## config.mk

```make
export PLATFORM = sky130hd
export DESIGN_NAME = hamming_74_stream_encoder
export DESIGN_NICKNAME = d
export VERILOG_FILES = /design/src/rtl/hamming_74_stream_encoder.sv
export SDC_FILE = /design/constraint.sdc
export NUM_CORES = 1
export LEC_CHECK = 0
export ABC_AREA = 1
export CORE_MARGIN = 4
export CORE_UTILIZATION = 56
export CTS_CLUSTER_DIAMETER = 60
export CTS_CLUSTER_SIZE = 14
export DETAILED_ROUTE_END_ITERATION = 10
export GPL_TIMING_DRIVEN = 0
export PLACE_DENSITY = 0.85
export SLEW_MARGIN = 30
export SYNTH_ARGS = -nofsm -noshare
export SYNTH_HDL_FRONTEND = slang
export SYNTH_SLANG_ARGS = --single-unit
```

## constraint.sdc

```tcl
create_clock -name clk -period 3.65 [get_ports clk]
set_clock_uncertainty 0.2 [all_clocks]
set_input_delay 0.73 -clock clk [delete_from_list [all_inputs] [get_ports clk]]
set_output_delay 0.73 -clock clk [all_outputs]
set_load 0.005 [all_outputs]
```

## src/rtl/hamming_74_stream_encoder.sv

```systemverilog
// Streaming Hamming(7,4) encoder: byte in, two registered codewords out, one nibble per cycle.
// Codeword is valid one edge after its load; output register holds under backpressure, in_ready stalls with it.
module hamming_74_stream_encoder #(
   parameter int CNT_W     = 16,
   parameter bit LSB_FIRST = 1'b1
) (
   input  logic             clk,
   input  logic             rst_n,
   input  logic             in_valid,
   output logic             in_ready,
   input  logic [7:0]       in_byte,
   output logic             out_valid,
   input  logic             out_ready,
   output logic [7:1]       out_code,
   output logic             out_fault,
   input  logic             fault_arm,
   input  logic [2:0]       fault_pos,
   output logic [CNT_W-1:0] cw_count
);

   localparam logic [1:0] ST_EMPTY  = 2'd0;
   localparam logic [1:0] ST_FIRST  = 2'd1;
   localparam logic [1:0] ST_SECOND = 2'd2;

   function automatic logic [7:1] encode(input logic [3:0] d);
      logic [7:1] c;
      c[3] = d[0];
      c[5] = d[1];
      c[6] = d[2];
      c[7] = d[3];
      c[1] = c[3] ^ c[5] ^ c[7];
      c[2] = c[3] ^ c[6] ^ c[7];
      c[4] = c[5] ^ c[6] ^ c[7];
      return c;
   endfunction

   logic [1:0]       state_q,   state_d;
   logic [7:0]       byte_q,    byte_d;
   logic             out_valid_q, out_valid_d;
   logic [7:1]       out_code_q,  out_code_d;
   logic             out_fault_q, out_fault_d;
   logic             pend_q,    pend_d;
   logic [2:0]       fpos_q,    fpos_d;
   logic [CNT_W-1:0] cnt_q,     cnt_d;

   logic             load;
   logic             accept;
   logic             arm_hit;
   logic             do_flip;
   logic [2:0]       flip_pos;
   logic [3:0]       nibble;
   logic [7:1]       flip_mask;

   always_comb begin
      load     = (state_q != ST_EMPTY) & (~out_valid_q | out_ready);
      in_ready = (state_q == ST_EMPTY) | ((state_q == ST_SECOND) & load);
      accept   = in_valid & in_ready;
      arm_hit  = fault_arm & (fault_pos != 3'd0);

      // A same-cycle arm takes priority over an older pending position
      do_flip  = arm_hit | pend_q;
      flip_pos = arm_hit ? fault_pos : fpos_q;
      for (int i = 1; i <= 7; i++) begin
         flip_mask[i] = do_flip & (flip_pos == 3'(i));
      end

      if ((state_q == ST_FIRST) == LSB_FIRST) begin
         nibble = byte_q[3:0];
      end else begin
         nibble = byte_q[7:4];
      end

      state_d = state_q;
      unique case (state_q)
         ST_EMPTY:  if (accept) state_d = ST_FIRST;
         ST_FIRST:  if (load)   state_d = ST_SECOND;
         ST_SECOND: if (load)   state_d = accept ? ST_FIRST : ST_EMPTY;
         default:               state_d = ST_EMPTY;
      endcase

      byte_d = accept ? in_byte : byte_q;

      out_valid_d = out_valid_q;
      out_code_d  = out_code_q;
      out_fault_d = out_fault_q;
      if (load) begin
         out_valid_d = 1'b1;
         out_code_d  = encode(nibble) ^ flip_mask;
         out_fault_d = do_flip;
      end else if (out_valid_q & out_ready) begin
         out_valid_d = 1'b0;
      end

      pend_d = load ? 1'b0 : (pend_q | arm_hit);
      fpos_d = arm_hit ? fault_pos : fpos_q;

      cnt_d = (out_valid_q & out_ready) ? cnt_q + CNT_W'(1) : cnt_q;
   end

   always_ff @(posedge clk or negedge rst_n) begin
      if (!rst_n) begin
         state_q     <= ST_EMPTY;
         byte_q      <= '0;
         out_valid_q <= 1'b0;
         out_code_q  <= '0;
         out_fault_q <= 1'b0;
         pend_q      <= 1'b0;
         fpos_q      <= '0;
         cnt_q       <= '0;
      end else begin
         state_q     <= state_d;
         byte_q      <= byte_d;
         out_valid_q <= out_valid_d;
         out_code_q  <= out_code_d;
         out_fault_q <= out_fault_d;
         pend_q      <= pend_d;
         fpos_q      <= fpos_d;
         cnt_q       <= cnt_d;
      end
   end

   assign out_valid = out_valid_q;
   assign out_code  = out_code_q;
   assign out_fault = out_fault_q;
   assign cw_count  = cnt_q;

endmodule

```

# Word-level counts from Yosys, hierarchy flattened

Cells that the tools add are included.

Bits in registers: 39
Word-level logic and storage cells: 59
Bits of input ports: 16
Output and inout port bits: 26

Mux-type cells: 10
Bitwise operators: 23
Equality and inequality tests: 12
$add $sub $neg: 1
Reduce and logical (&&, ||, !) cells: 5

Operators by type and width:

| operator                                                         | number |
|---|---|
| 16-bit by 1-bit adder with 16-bit output (second input constant) | 1 |
| 1-bit bitwise AND                                                | 12 |
| 3-bit == test (second input constant)                            | 4 |
| 7-bit XOR                                                        | 1 |
| 3-bit by 2-bit == test with 1-bit output (second input constant) | 2 |
| 2-bit 2-to-1 mux                                                 | 3 |
| 2-bit inequality test (second input constant)                    | 3 |
| 2-bit case mux with 3 select lines                               | 1 |
| 1-bit XOR                                                        | 6 |
| 1-bit 2-to-1 mux                                                 | 4 |
| 4-bit 2-to-1 mux                                                 | 1 |
| 2-bit nonzero test                                               | 2 |
| 3-bit by 1-bit == test with 1-bit output (second input constant) | 1 |
| 3-bit 2-to-1 mux                                                 | 1 |
| 1-bit OR                                                         | 3 |
| 3-bit AND reduction                                              | 1 |
| 3-bit nonzero test                                               | 1 |
| 2-bit by 1-bit == test with 1-bit output (second input constant) | 1 |
| 2-bit == test (second input constant)                            | 1 |
| 2-bit zero test                                                  | 1 |
| 1-bit NOT                                                        | 1 |

# Depth between registers and ports, before layout

Word-level depth: 9
Gate-level depth with buffers: 11
Depth with buffers taken out: 11

# Worst setup path after synthesis

No wires, ideal clock.

Path kind: input -> output
From: input out_ready
To: output in_ready
Path slack: 1.579 ns
Data arrival time: 1.141 ns
Data required time: 2.720 ns
Path buffers: 0
Stages on the path: 6
Path through: nand2_4 nand2_1 inv_2 nand2_1 nand2_2 inv_2

Longest elaborated chain between the ends: 4

Ends and longest elaborated chain:

| item               | RTL line | RTL |
|---|---|---|
| start: declaration | 13       | `input logic out_ready,` |
| 1-bit OR           | 55       | `load = (state_q != ST_EMPTY) & (~out_valid_q \| out_ready);` |
| 1-bit bitwise AND  | 55       |  |
| 1-bit bitwise AND  | 56       | `in_ready = (state_q == ST_EMPTY) \| ((state_q == ST_SECOND) & load);` |
| 1-bit OR           | 56       |  |
| end: declaration   | 10       | `output logic in_ready,` |

Every way passes these cells.

# Worst setup path in the final report

Same ends and word-level chain as after synthesis.

==> key figures <==
Logic synthesis
  • Most frequent cell after synthesis: nand2_1
  • Ranking of synthesized cells by area: dfrtp_1 (45%), nand2_1 (15%), nand3_1 (6.9%)
  • Top post-synthesis cells by count: nand2_1 (84), dfrtp_1 (39), inv_1 (31)
  • Syn Area/Cell: 7.99 um^2
  • Syn_nets: 288
  • Post-synthesis sequential area ratio: 45.1%
  • Synth Flop Type: dfrtp_1
  • Share of the synthesized area in the top cell type: 45.1%
  • Synth Instances: 271
  • FFs w/ async S/R, synth: 100%
  • Mapped cell area: 2170 um^2
  • Synth Register Bits: 39
  • Post-synth EDFFs: 0
  • Cell taking the most area after synthesis: dfrtp_1
  • YS warnings: 0
  • Count of cell types in the netlist: 26

Floorplan
  • Die span in y: 70.2 um
  • Row cnt: 22
  • # IOs: 42
  • Starting density of the core: 58.7%
  • Die width: 70.2 um
  • Die Area: 4930 um^2
  • Area of the core: 3690 um^2

Finish
  • Util after Layout: 74.6%
  • Layout Cells excl Fill: 369
  • Final Instance Area: 2750 um^2
  • Area delta synth->final: 27.0%
  • Antenna Cells: 0
  • # nets final: 337
  • Share of post-route cells with drive strength above 1: 15.6%

CTS
  • CTS tree: yes
  • # hold bufs at CTS: 0
  • CTS Sinks: 39
  • Worst-case clock buffer depth: 2
  • CTS buffer count: 5
  • Later-pin clock latency in the skew report: 0.29 ns
  • Post_cts resized: 0
  • Root buffer cell: clkbuf_8
  • Post-CTS Setup Inserts: 0
  • Worst-path clk slew: 0.07 ns
  • H-Tree Depth: 2

Power and ir drop
  • Switch share: 41.5%
  • Clock power share: 15.3%
  • Combinational share of power: 50.2%
  • Pwr Density: 756 nW/um^2
  • Peak supply drop: 555 uV
  • Pint: 1.22 mW
  • Flop pwr share: 34.5%
  • Net Sw Power: 0.864 mW
  • LEAKAGE: 1.42 nW

Timing
  • Period utilization: 85.7%
  • Final hold violations: 0
  • Worst-margin pin slew: 0.445 ns
  • Setup TNS: 0 ns
  • Final worst setup slack: 0.523 ns
  • Max Fclk: 0.320 GHz
  • Unrepaired setup endpoints after global routing: no
  • Final setup fails: 0
  • Max-slew violations: 0
  • Min Tclk post-route: 3.13 ns
  • Slew Limit Headroom: 70.3%

Place
  • HPWL after DPL: 3350 um
  • Placed Area: 2650 um^2
  • Inst Count DP: 361
  • GPL Wtd Cong: 0.776
  • Placement Setup Slack: 0.522 ns
  • # port buffers: 41

Global route
  • GR Util met3: 4.03%
  • Largest net degree at the start of global routing: 26
  • Most used routing layer: met2
  • First-pass GRT wire length: 7800 um
  • Vias in the first global route: 1805
  • Total gr overflow: 0
  • Antenna violations before repair: 0
  • All-Layer GR Usage: 19.2%
  • Met2 GRT Util: 32.9%
  • Met1 GRT Util: 24.9%

Setup path
  • Critical path required time: 2.72 ns
  • Setup CP Type: in2out
  • CP Max Fanout: 6
  • Crit end category: primary output
  • CP arrival: 2.20 ns
  • Crit path launch type: primary input

Route
  • DRC: 0
  • Post-DR vias/cell: 4.92
  • Initial drt markers: 120
  • Via count: 1816
  • Antenna-violating nets left: 0
  • Detailed-route wire length: 4340 um
  • WL/cell: 11.8 um
  • DR pass1 iterations: 5

Worst hold path
  • Hold Crit Class: in2async

Job
  • # Max-Cap Violations: 0

Outcome
  • Status: completed
[worst max-delay path, stage by stage]
cell,delay [ns]
clkdlybuf4s50_1,0.51
nand2_4,0.10
nand2_1,0.11
inv_2,0.05
nand2_1,0.06
nand2_2,0.06
inv_2,0.07
clkdlybuf4s50_1,0.50
[cells in the final DEF, fill, tap and decap left out, drive strengths merged]
master and instances:
ha 1, xnor2 6, buf 4, clkdlybuf4s50 40, nand2 100, xor2 7, mux2 1, inv 37
clkbuf 8, nand3b 2, nand4 1, nand3 33, nor3 3, a21oi 7, o21ai 8, nor2 24
dfrtp 39
[flip-flops by register name (all words and copies together), names as in the netlist]
register	cells
byte_q	8
cw_count	16
fpos_q	3
out_code	7
out_fault	1
out_valid	1
pend_q	1
state_q	2
[stage by stage]
step / hold WS [ns] / total power, mW
final: 0.138 / 2.08
after global routing: 0.162 / 2.27
after CTS: 0.140 / 2.09
after detailed placement: 0.277 / 1.76
after global placement: 0.263 / 1.71
after floorplan: 0.234 / 1.37
[layer usage]
layer / wire, um / part of all wire [%]
met3: 196 / 4.5
met1: 1970 / 45
met2: 2130 / 49
met5: 0 / 0
met4: 44 / 1.0
[worst paths after layout]
kind,end,start,cells after the start,slack (ns)
min in group clk,out_fault,out_fault,2,0.29
min reg2reg,out_fault,out_fault,2,0.29
min,cw_count[0],rst_n,1,0.14
max in group asynchronous,cw_count[13],rst_n,2,2.67
max reg2reg,out_code[2],state_q[1],11,1.92
max,in_ready,out_ready,8,0.52
[power by group through the flow]
stage,registers [mW],logic [mW],clock network [mW]
2_1_floorplan,0.712,0.661,0
6_report,0.718,1.05,0.318
4_1_cts,0.716,1.05,0.324
3_3_place_gp,0.715,0.995,0
5_1_grt,0.740,1.19,0.341
3_5_place_dp,0.724,1.04,0
[layout make-up]
| type | instances | area, um^2 |
|---|---|---|
| Fill cell | 303 | 937 |
| Tap cell | 48 | 60.1 |
| Clock buffer | 8 | 100 |
| Timing Repair Buffer | 42 | 425 |
| Buffer | 2 | 16.3 |
| Multi-Input combinational cell | 193 | 1030 |
| Inverter | 37 | 139 |
| Sequential cell | 39 | 976 |
[kinds of logic after synthesis]
kind of cell | count (synthesis) | share of synthesized area (%)
muxes | 1 | 0.693
buffers and inverters | 39 | 7.16
adders and majority gates | 1 | 0.578
DFF | 39 | 45.1
and+or+nand+nor | 163 | 36.7
AOI/OAI and AO/OA | 15 | 4.16
xor gates and xnor gates | 13 | 5.60
(Power assumes the default switching activity.)
